`src/rtl/regfile_pkg.sv`:
```
// Shared constants and types for the multi-port register file and its dump engine.
package regfile_pkg;

    // RISC-V ABI register indices used by the default debug taps
    localparam int REG_ZERO = 0;
    localparam int REG_A0   = 10;
    localparam int REG_A1   = 11;
    localparam int REG_T3   = 28;

    // Dump engine states
    typedef enum logic {
        DUMP_IDLE = 1'b0,
        DUMP_SCAN = 1'b1
    } dump_state_e;

endpackage

```
`src/rtl/regfile_dump_fsm.sv`:
```
// Dump engine: streams every register out, one beat per accepted handshake.
//
// Handshake: a beat is offered while dump_valid is high and is consumed on a
// rising edge where dump_valid && dump_ready. While offered and not consumed,
// dump_idx and dump_data hold steady. dump_valid never drops without a
// transfer except on reset.
//
// The data for the next beat is fetched from the array through fetch_idx while
// the current beat is still on the output, so a new beat is ready every cycle.
module regfile_dump_fsm
    import regfile_pkg::*;
#(
    parameter int AW = 5,
    parameter int DW = 32
) (
    input  logic          clk,
    input  logic          rst_n,
    input  logic          dump_start,
    input  logic          dump_ready,
    input  logic          we,
    input  logic [AW-1:0] wr_addr,
    input  logic [DW-1:0] wr_data,
    output logic [AW-1:0] fetch_idx,
    input  logic [DW-1:0] fetch_data,
    output dump_state_e   state,
    output logic          dump_valid,
    output logic          dump_last,
    output logic [AW-1:0] dump_idx,
    output logic [DW-1:0] dump_data
);

    localparam logic [AW-1:0] LAST_IDX = {AW{1'b1}};

    // The array lookup always targets the beat after the one on the output
    assign fetch_idx  = dump_idx + 1'b1;
    assign dump_valid = (state == DUMP_SCAN);
    assign dump_last  = dump_valid && (dump_idx == LAST_IDX);

    // State, beat index and beat snapshot
    always_ff @(posedge clk) begin
        if (!rst_n) begin
            state     <= DUMP_IDLE;
            dump_idx  <= '0;
            dump_data <= '0;
        end else begin
            case (state)
                DUMP_IDLE: begin
                    if (dump_start) begin
                        state     <= DUMP_SCAN;
                        dump_idx  <= '0;
                        dump_data <= '0;   // x0 is always zero
                    end
                end
                DUMP_SCAN: begin
                    if (dump_ready) begin
                        if (dump_idx == LAST_IDX) begin
                            state <= DUMP_IDLE;
                        end else begin
                            dump_idx <= fetch_idx;
                            // fetch_idx is never 0 here, so a matching write always lands
                            dump_data <= (we && (wr_addr == fetch_idx)) ? wr_data : fetch_data;
                        end
                    end
                end
                default: state <= DUMP_IDLE;
            endcase
        end
    end

endmodule

```
`src/rtl/regfile_mp.sv`:
```
// Multi-port RISC-V integer register file: x0 hardwired to zero, synchronous
// clear, NUM_RD combinational read ports with optional write bypass, fixed
// debug taps and a streaming dump engine.
module regfile_mp
    import regfile_pkg::*;
#(
    parameter int ADDRESS_WIDTH = 5,
    parameter int DATA_WIDTH    = 32,
    parameter int NUM_RD        = 2,
    parameter int BYPASS        = 1,
    parameter int NUM_TAPS      = 3,
    parameter logic [NUM_TAPS*ADDRESS_WIDTH-1:0] TAP_ADDRS =
        {ADDRESS_WIDTH'(REG_T3), ADDRESS_WIDTH'(REG_A1), ADDRESS_WIDTH'(REG_A0)}
) (
    input  logic                           clk,
    input  logic                           rst_n,
    input  logic [NUM_RD*ADDRESS_WIDTH-1:0] rd_addr,
    output logic [NUM_RD*DATA_WIDTH-1:0]    rd_data,
    input  logic                           we,
    input  logic [ADDRESS_WIDTH-1:0]        wr_addr,
    input  logic [DATA_WIDTH-1:0]           wr_data,
    output logic [NUM_TAPS*DATA_WIDTH-1:0]  tap,
    input  logic                           dump_start,
    output logic                           dump_busy,
    output logic                           dump_valid,
    input  logic                           dump_ready,
    output logic [ADDRESS_WIDTH-1:0]        dump_idx,
    output logic [DATA_WIDTH-1:0]           dump_data,
    output logic                           dump_last
);

    localparam int AW    = ADDRESS_WIDTH;
    localparam int DW    = DATA_WIDTH;
    localparam int DEPTH = 2 ** AW;
    localparam logic [AW-1:0] ZERO_IDX = AW'(REG_ZERO);

    logic [DW-1:0] regs [DEPTH];
    logic [AW-1:0] fetch_idx;
    logic [DW-1:0] fetch_data;
    dump_state_e   dump_state;

    // Register array: synchronous clear wins over writes, x0 is never written
    always_ff @(posedge clk) begin
        if (!rst_n) begin
            for (int i = 0; i < DEPTH; i++) begin
                regs[i] <= '0;
            end
        end else if (we && (wr_addr != ZERO_IDX)) begin
            regs[wr_addr] <= wr_data;
        end
    end

    // Read ports: zero for x0, optional same-cycle write forwarding, else array
    for (genvar p = 0; p < NUM_RD; p++) begin : g_rd
        logic [AW-1:0] a;
        assign a = rd_addr[p*AW +: AW];
        assign rd_data[p*DW +: DW] =
            (a == ZERO_IDX)                        ? '0 :
            ((BYPASS != 0) && we && (wr_addr == a)) ? wr_data :
                                                     regs[a];
    end

    // Debug taps show the stored value only, never the in-flight write
    for (genvar k = 0; k < NUM_TAPS; k++) begin : g_tap
        localparam logic [AW-1:0] TA = TAP_ADDRS[k*AW +: AW];
        assign tap[k*DW +: DW] = (TA == ZERO_IDX) ? '0 : regs[TA];
    end

    assign fetch_data = regs[fetch_idx];
    assign dump_busy  = (dump_state != DUMP_IDLE);

    regfile_dump_fsm #(
        .AW (AW),
        .DW (DW)
    ) u_dump (
        .clk        (clk),
        .rst_n      (rst_n),
        .dump_start (dump_start),
        .dump_ready (dump_ready),
        .we         (we),
        .wr_addr    (wr_addr),
        .wr_data    (wr_data),
        .fetch_idx  (fetch_idx),
        .fetch_data (fetch_data),
        .state      (dump_state),
        .dump_valid (dump_valid),
        .dump_last  (dump_last),
        .dump_idx   (dump_idx),
        .dump_data  (dump_data)
    );

endmodule

```
`config.mk`:
```
export PLATFORM = sky130hd
export DESIGN_NAME = regfile_mp
export DESIGN_NICKNAME = d
export VERILOG_FILES = /design/src/rtl/regfile_pkg.sv /design/src/rtl/regfile_dump_fsm.sv /design/src/rtl/regfile_mp.sv
export SDC_FILE = /design/constraint.sdc
export NUM_CORES = 2
export LEC_CHECK = 0
export CAP_MARGIN = 10
export CORE_MARGIN = 2
export CORE_UTILIZATION = 50
export CTS_BUF_LIST = sky130_fd_sc_hd__clkbuf_16
export DETAILED_ROUTE_END_ITERATION = 10
export DONT_BUFFER_PORTS = 1
export SLEW_MARGIN = 20
export SYNTH_ARGS = -nofsm -noshare
export SYNTH_HDL_FRONTEND = slang
export SYNTH_HIERARCHICAL = 1
export SYNTH_SLANG_ARGS = --single-unit
```
`constraint.sdc`:
```
create_clock -name clk -period 6.17 [get_ports clk]
set_clock_uncertainty 0.2 [all_clocks]
set_input_delay 1.234 -clock clk [delete_from_list [all_inputs] [get_ports clk]]
set_output_delay 1.234 -clock clk [all_outputs]
set_load 0.01 [all_outputs]
```
==> summary.md <==
| Metric | Value |
|---|---|
| Status | complete, but fails checks |
| Failing checks | max-slew violations |
| DR WL/cell | around 42 um |
| Post-synthesis sequential area ratio | 48.4% |
| Die H | approximately 360 um |
| Clock period minus worst slack | between 6000 and 7000 ps |
| Critical Path RT | around 4700 ps |
| Initial antenna violation count | 18 |
| RD Place Congestion | 0.973 |
| Detailed Place HPWL | approximately 170000 um |
| Final hold vios | 0 |
| Synth Instances | around 4600 |
| Share of post-route cells with drive strength above 1 | between 20% and 30% |
| Cell accounting for the most synthesized area | edfxtp_1 |
| Post-Route WL | about 260000 um |
| Worst-Skew Late Latency | 780 ps |
| HP Class | flip-flop to flip-flop |
| Rows | between 100 and 150 |
| Critical-path cell list | xnor2_1 -> nand4_1 -> or2_2 -> a21oi_1 |
| Critical Path End Type | output port |
| Leakage power | 24.0 nW |
| Least-Margin Pin Slew | around 2200 ps |
| Largest net degree at the start of global routing | around 310 |
| CTS tree | built |
| Vias in the first global route | roughly 43000 |
| Main synth FF type | edfxtp_1 |
| Switch share | between 20% and 30% |
| RSZ-0062 raised after global routing | no |
| Async SR Flop Fraction | 0% |
| Post-route design area | 70900 sq um |
| Clock share of power | between 30% and 40% |
| # DRC | 0 |
| Pins Over Slew Limit | 251 |
| Placed cell areas | between 60000 and 70000 sq um |
| Port Buffer Count | 0 |
| Synth Warn # | 6 |
| Total power | ~19 mW |
| Worst IR drop on VDD | 0.283 mV |
| Drt pass-1 iters | 6 |
| ANT nets after route | 0 |
| Total global routing overflow | 0 |
| Slew margin rel. | -48.8% |
| Register share of total power | 46.4% |
| Via count | approximately 45000 |
| Worst path arrival time | ~4700 ps |
| Internal | between 10 and 15 mW |
| Startpoint types | input port |
| Setup Viol. Count Final | 0 |
| Root Buffer | clkbuf_16 |
| Max cap viols | 0 |
| Synth area leaders | edfxtp_1, mux4_2, and2_1 |
| Net Switching | roughly 4.9 mW |
| Initial detailed-routing violation count | between 7000 and 8000 |
| CTS Buffer Depth | 3 |
| Inserted Clock Buffers | about 130 |
| Total GRT Usage | approximately two fifths |
| Synth unique cells | between 60 and 70 |
| Sink Count | between 1000 and 1500 |
| Setup TNS | 0 ps |
| CORE AREA | 129000 sq um |
| Synth Area per Inst | around 14 sq um |
| #FFs+latches synth | between 1000 and 1500 |
| Most numerous cell in the Yosys netlist | and2_1 |
| Postcts setup bufs | 0 |
| Starting Density | approximately half |
| CP max stage cell | a21oi_1 |
| Cell Pwr Density | between 200 and 300 nW/um^2 |
| Synth top area share | 47.3% |
| Area growth, synth to finish | 9.04% |
| Combinational fraction of design power | ~14% |
| Clk pin slew, worst setup/hold paths | 60 ps |
| CTS H-Tree Depth | 4 |
| Top-Level Pins | 252 |
| Synth cell count leaders | and2_1, edfxtp_1, mux4_2, clkbuf_1, nand2_1 |
| NumNets Final | about 4400 |
| Utilization after layout | between 50% and 60% |
| Crit Path Max Fanout | between 300 and 400 |
| Fmax achieved | 0.163 GHz |
| First-pass GRT wire length | 356000 um |
| Die Width | around 360 um |
| Part of the cycle the worst path needs | roughly 100% |
| CP max stage delay | between 800 and 900 ps |
| Post-CTS sizing | 0 |
| Vias/cell | around 7.3 |
| Total die area | 133000 sq um |
| Type of the worst setup path | input port to output port |
| Cts hold-fix bufs | 0 |
| Post-synth EDFFs | 1024 |
| Synthesized area | 65000 sq um |
cell usage in the layout, fill, tap and decap left out, drive strengths merged, types with 6 or more instances in the layout:
master and count:
o22ai 67, a22oi 127, bufinv 6, xnor2 13, nor2 108, nand3b 9
a31oi 13, nor3 11, a221oi 26, mux2 88, conb 32, diode 8
o21ai 78, nor2b 11, and2 1031, mux4 729, o221a 10, nand2b 8
buf 137, nand4 52, dfxtp 38, clkinv 54, mux2i 157, a221o 21
nand2 179, o22a 7, nor4 26, o211ai 43, edfxtp 1024, nand3 44
a21oi 63, clkbuf 137, inv 43
worst paths after layout:
| kind | endpoint | from | slack, ps | cells past startpoint |
|---|---|---|---|---|
| max reg2reg | u_dump/dump_data[25] | u_dump/dump_idx[0] | 2180 | 9 |
| min | u_dump/dump_data[11] | u_dump/dump_data[11] | 320 | 2 |
| min reg2reg | u_dump/dump_data[11] | u_dump/dump_data[11] | 320 | 2 |
| max | rd_data[30] | rd_addr[0] | 20 | 4 |
area by class of cell:
cell class              count  area (sq um)
fillers                 10500         58400
multi-input cells        3007         31900
flip-flops and latches   1062         31500
clock buffers             137          3430
well taps                1742          2180
repair buffers            137          1230
clock inverters            95           569
inverters                   8          37.5
diodes                      8          20.0
worst max-delay path: cells and delay by family:
kind	cells	cell delay [ps]
compound gates	1	820
xor+xnor	1	680
simple gates	2	970
routing by layer:
metal | track usage, % | part of all wire [%]
met1 | 48.7 | 34
met3 | 11.6 | 13
met5 | 1.53 | 0.11
met2 | 59.1 | 45
met4 | 27.4 | 8.5
kinds of logic after synthesis:
| group | after synthesis | synth area share [%] |
|---|---|---|
| simple gates | 1498 | 13.3 |
| flops | 1062 | 48.4 |
| mux | 974 | 29.2 |
| buf+inv | 518 | 3.44 |
| compound gates | 484 | 5.36 |
| xor+xnor | 17 | 0.250 |
| fa+ha+maj | 2 | 0.0385 |
| other cells | 1 | 0.00577 |
power by group through the flow:
stage               clock [mW]  combinational, mW  sequential [mW]
finish                    7.35               2.65             8.66
global route              7.65               2.65             8.70
CTS                       7.40               2.56             8.65
detailed placement           0               2.55             8.79
global placement             0               2.54             8.77
floorplan                    0               1.81             8.68
metrics by stage:
stage               cells  hold WS (ps)  setup slack (ps)
floorplan            4587           299              1120
global placement     5951           315               959
detailed placement   5956           316               990
CTS                  6188           324               972
global route         6189           345               708
finish               6196           321              16.5
sequential cells by signal, summed over array words and instances, names as in the netlist:
| name | flops |
|---|---|
| u_dump/dump_data | 32 |
| u_dump/dump_valid | 1 |
| u_dump/dump_idx | 5 |
| regs | 1024 |
(Power assumes the default switching activity.)
